==> src/rtl/bcd_serial_add_ctrl.sv <==
// Digit-serial packed-BCD adder: one shared single-digit BCD stage, LSD first, carry kept in a register.
// Optional macro BCD_OPERAND_CHECK_EN adds the err output flagging non-BCD operand digits at accept.
module bcd_serial_add_ctrl #(
  parameter int N_DIGITS = 4
) (
  input  logic                  clk,
  input  logic                  rst,
  input  logic                  start,
  input  logic [4*N_DIGITS-1:0] a,
  input  logic [4*N_DIGITS-1:0] b,
  input  logic                  cin,
  output logic                  busy,
  output logic                  done,
  output logic [4*N_DIGITS-1:0] sum,
  output logic                  cout
`ifdef BCD_OPERAND_CHECK_EN
  ,
  output logic                  err
`endif
);

  localparam int W  = 4 * N_DIGITS;
  localparam int IW = (N_DIGITS > 1) ? $clog2(N_DIGITS) : 1;

  typedef enum logic [1:0] {
    IDLE = 2'd0,
    RUN  = 2'd1,
    DONE = 2'd2
  } state_t;

  // Handshake: start is taken only in IDLE; done is a one-cycle pulse during
  // which sum/cout are valid, and they keep holding until the next accept.
  state_t          state_q, state_d;
  logic [W-1:0]    a_q, b_q, sum_q;
  logic [IW-1:0]   idx_q;
  logic            carry_q, cout_q;
  logic [3:0]      a_dig, b_dig, dig;
  logic [4:0]      t;
  logic            dig_carry;
  logic            last;

  assign a_dig = a_q[idx_q*4 +: 4];
  assign b_dig = b_q[idx_q*4 +: 4];
  assign last  = (idx_q == IW'(N_DIGITS - 1));

  // Single-digit BCD stage; non-BCD inputs follow the same correction rule.
  always_comb begin
    t         = 5'(a_dig) + 5'(b_dig) + 5'(carry_q);
    dig       = t[3:0];
    dig_carry = 1'b0;
    if (t > 5'd9) begin
      dig       = 4'(t + 5'd6);
      dig_carry = 1'b1;
    end
  end

  always_ff @(posedge clk) begin
    if (rst) state_q <= IDLE;
    else     state_q <= state_d;
  end

  always_comb begin
    state_d = state_q;
    case (state_q)
      IDLE:    if (start) state_d = RUN;
      RUN:     if (last)  state_d = DONE;
      DONE:    state_d = IDLE;
      default: state_d = IDLE;
    endcase
  end

  always_ff @(posedge clk) begin
    if (rst) begin
      a_q     <= '0;
      b_q     <= '0;
      sum_q   <= '0;
      idx_q   <= '0;
      carry_q <= 1'b0;
      cout_q  <= 1'b0;
    end else begin
      case (state_q)
        IDLE: begin
          if (start) begin
            a_q     <= a;
            b_q     <= b;
            carry_q <= cin;
            idx_q   <= '0;
            sum_q   <= '0;
            cout_q  <= 1'b0;
          end
        end
        RUN: begin
          sum_q[idx_q*4 +: 4] <= dig;
          carry_q             <= dig_carry;
          if (last) cout_q <= dig_carry;
          else      idx_q  <= idx_q + 1'b1;
        end
        default: ;
      endcase
    end
  end

`ifdef BCD_OPERAND_CHECK_EN
  function automatic logic has_non_bcd(input logic [W-1:0] v);
    logic bad;
    bad = 1'b0;
    for (int i = 0; i < N_DIGITS; i++) begin
      if (v[4*i +: 4] > 4'd9) bad = 1'b1;
    end
    return bad;
  endfunction

  logic err_q;

  always_ff @(posedge clk) begin
    if (rst)                           err_q <= 1'b0;
    else if (state_q == IDLE && start) err_q <= has_non_bcd(a) | has_non_bcd(b);
  end

  assign err = err_q;
`endif

  assign busy = (state_q != IDLE);
  assign done = (state_q == DONE);
  assign sum  = sum_q;
  assign cout = cout_q;

endmodule

==> config.mk <==
export PLATFORM = sky130hd
export DESIGN_NAME = bcd_serial_add_ctrl
export DESIGN_NICKNAME = d
export VERILOG_FILES = /design/src/rtl/bcd_serial_add_ctrl.sv
export SDC_FILE = /design/constraint.sdc
export NUM_CORES = 1
export LEC_CHECK = 0
export BUFFER_PORTS_ARGS = -buffer_cell sky130_fd_sc_hd__buf_4
export CELL_PAD_IN_SITES_DETAIL_PLACEMENT = 1
export CELL_PAD_IN_SITES_GLOBAL_PLACEMENT = 2
export CORE_MARGIN = 2
export CORE_UTILIZATION = 32
export DETAILED_ROUTE_END_ITERATION = 6
export PLACE_DENSITY_LB_ADDON = 0.1
export RECOVER_POWER = 50
export SYNTH_ARGS = -nofsm -noshare
export SYNTH_HDL_FRONTEND = slang
export SYNTH_SLANG_ARGS = --single-unit
==> constraint.sdc <==
create_clock -name clk -period 5.04 [get_ports clk]
set_input_delay 1.008 -clock clk [delete_from_list [all_inputs] [get_ports clk]]
set_output_delay 1.008 -clock clk [all_outputs]
set_load 0.02 [all_outputs]
==> flow_summary_export.csv <==
group,metric,value,unit
run_status,outcome,"complete, but fails checks",
run_status,violations,"capacitance limit, slew limit",
yosys,ys.flop_type,"dfxtp_1",
critical_path,reg2reg_depth,11,
global_routing,antenna_found_initial,0,
clock_tree,clk_path_buf_depth,2,
worst_hold_path,hold_path_depth,2,
placed_design,gp_congestion,0.8068,
sta,setup-tns-final,0,ns
sta,slew_headroom,-69.90,%
global_routing,grt_max_degree,59,
critical_path,start_kind,"flop",
sta,finalSetupViolCount,0,
layout,area_growth,19.25,%
power_and_ir_drop,p_leak,1.163,nW
floorplanning,die_area,0.008882,mm2
power_and_ir_drop,power.density,294.6,mW/mm2
global_routing,grt_pass1_wl,11180,um
layout,final_common_cell,"nand2_1",
yosys,synth_warnings,0,
power_and_ir_drop,ir_drop,0.0001301,V
yosys,syn_nets,352,
clock_tree,cts_inserted_buffers,5,
yosys,syn_inst,306,
clock_tree,cts_root_buffer,"clkbuf_8",
placed_design,hpwl,4951,um
yosys,ys_seq_area_share,41.48,%
critical_path,crit_path_max_fanout,17,
worst_hold_path,hold_path_startpoint,"sum[15]",
clock_tree,clkLatencyLatePin,0.31,ns
worst_hold_path,hp-class,"flop to flop",
floorplanning,die_x,94.25,um
yosys,syn-cell-area,0.002606,mm2
sta,finalMaxSlewViolations,59,
floorplanning,coreArea,0.007807,mm2
clock_tree,tritoncts,"built",
critical_path,r2r-start,"idx_q[0]",
clock_tree,cts_setup_buffers,0,
yosys,synth-edff-count,0,
critical_path,r2r_end,"sum[10]",
global_routing,grt_pass1_vias,2287,
run,maxCapViolCount,1,
clock_tree,htree_levels,2,
clock_tree,cts_sinks,54,
clock_tree,cts_resized,0,
critical_path,rrSetupSlack,1.06,ns
global_routing,grtUsageTotal,16.09,%
sta,worst_slew_pin_slew,2.548,ns
layout,design_area,0.003108,mm2
yosys,yosys_register_bits,54,
detailed_routing,drt-wirelength-per-cell,14.73,um
sta,rsz0062_at_grt,"no",
sta,post-route-min-period,3.978,ns
critical_path,arrival,4.18,ns
floorplanning,start_util,33.38,%
clock_tree,path_clk_slew,0.09,ns
placed_design,placed_cell_area,0.003080,mm2
floorplanning,num_io_pins,55,
detailed_routing,ant_nets,0,
clock_tree,ctsHoldBuffers,0,
placed_design,port_buffers,54,
sta,fmax,0.2514,GHz
layout,layout.nets,396,
detailed_routing,vias_per_cell,5.088,
critical_path,worstPathRequired,5.24,ns
layout,drive_gt1_share,18.52,%
floorplanning,die_h,94.25,um
critical_path,criticalPathCategory,"flop to flop",
critical_path,endpoint_kind,"flop",
sta,period_share,78.93,%
sta,fin_skew,0.004247,ns
detailed_routing,drc,0,
detailed_routing,drt_iter0_markers,61,
yosys,async_flop_share,0,%
floorplanning,fp-row-count,32,
yosys,syn-mean-instance-area,8.517,um2
layout,layout_common_cells,"nand2_1 (84), dfxtp_1 (54), a21oi_1 (44)",
sta,final_hold_viol_count,0,
layout,antennaDiodeCount,0,
global_routing,grt_overflow,0,
detailed_routing,dr_total_vias,2305,
sta,holdWs,0.4598,ns
yosys,synth.distinct_cells,40,
worst_hold_path,hold-path-endpoint,"sum[15]",
detailed_routing,firstDrtPassIters,4,
detailed_routing,drt-total-wl,6672,um
[registers in the layout, summed over array words and instances, names as in the netlist]
signal / cells
b_q: 16
a_q: 16
carry_q: 1
sum: 16
state_q: 2
cout: 1
idx_q: 2
[metal layers]
metal	share of wire, %	track usage, %
met5	0	0
met4	1.7	5.918
met3	3.9	2.809
met1	45	20.31
met2	49	27.38
[cell type report]
cell class / instances / area (um2)
clock buffer: 6 / 82.58
fill: 966 / 4700
inverter: 7 / 26.28
sequential: 54 / 1081
multi-input combinational: 225 / 1418
clock inverter: 2 / 12.51
tap: 102 / 127.6
timing repair buffer: 57 / 360.3
[cells by family after synthesis]
| kind of cell | count (synthesis) | synth area share [%] |
|---|---|---|
| AND/OR/NAND/NOR | 131 | 22.28 |
| flip-flops | 54 | 41.48 |
| XOR/XNOR | 1 | 0.6243 |
| adder cells (fa/ha/maj) | 10 | 5.377 |
| buffers and inverters | 27 | 4.225 |
| multiplexers | 10 | 7.873 |
| AO/OA/AOI/OAI | 73 | 18.15 |
[per-stage QoR]
step	setup slack, ns	util [%]	std cells	total power [mW]
5_1_grt	0.8362	39.81	453	0.9701
4_1_cts	1.046	40.67	453	0.9335
3_5_place_dp	1.076	39.46	445	0.6768
3_3_place_gp	1.198	39.46	445	0.6740
6_report	1.062	39.81	453	0.9156
2_1_floorplan	1.220	-	306	0.6131
[worst max path at each step]
stage,start,end,slack [ns],cells past startpoint
finish,idx_q[0],sum[10],1.06,11
global route,idx_q[1],sum[10],0.84,11
CTS,idx_q[0],sum[10],1.05,11
detailed placement,idx_q[0],sum[10],1.08,11
global placement,idx_q[0],sum[10],1.20,11
floorplan,idx_q[1],sum[14],1.22,12
[power breakdown]
part	leakage [nW]	switching, mW	total [mW]	internal (mW)
combinational	0.675	0.118	0.204	0.0853
sequential	0.441	0.0120	0.459	0.447
clock	0.0472	0.142	0.253	0.111
total	1.16	0.273	0.916	0.643
[critical path, cell delays in order, from the launching register on]
cell	delay (ns)
dfxtp_1	0.37
buf_4	0.24
mux4_2	0.34
fa_1	0.42
fa_1	0.85
inv_1	0.14
ha_1	0.24
nor2b_1	0.15
a31o_4	0.25
o31ai_4	0.30
mux2_4	0.35
o31ai_1	0.23
[synthesized netlist by cell type (all sizes together) (2+ instances only)]
master	n	share of area, %
nor2b	6	1.4
nor3	7	1.3
dfxtp	54	41
and4	2	0.67
buf	7	1.3
inv	7	1.0
nand3	2	0.38
a21oi	45	8.8
nand2	84	12
nand4	4	0.96
clkbuf	13	1.9
a31oi	2	0.48
nor2	11	1.6
o31ai	9	3.1
fa	2	1.5
a22oi	3	0.86
o32ai	2	0.67
mux4	8	6.9
ha	8	3.8
a32oi	4	1.3
and3	2	0.53
a41oi	2	0.67
nand2b	5	1.2
a21o	4	1.2
or2	3	0.72
Note: power is estimated with default switching activity, not from simulation.
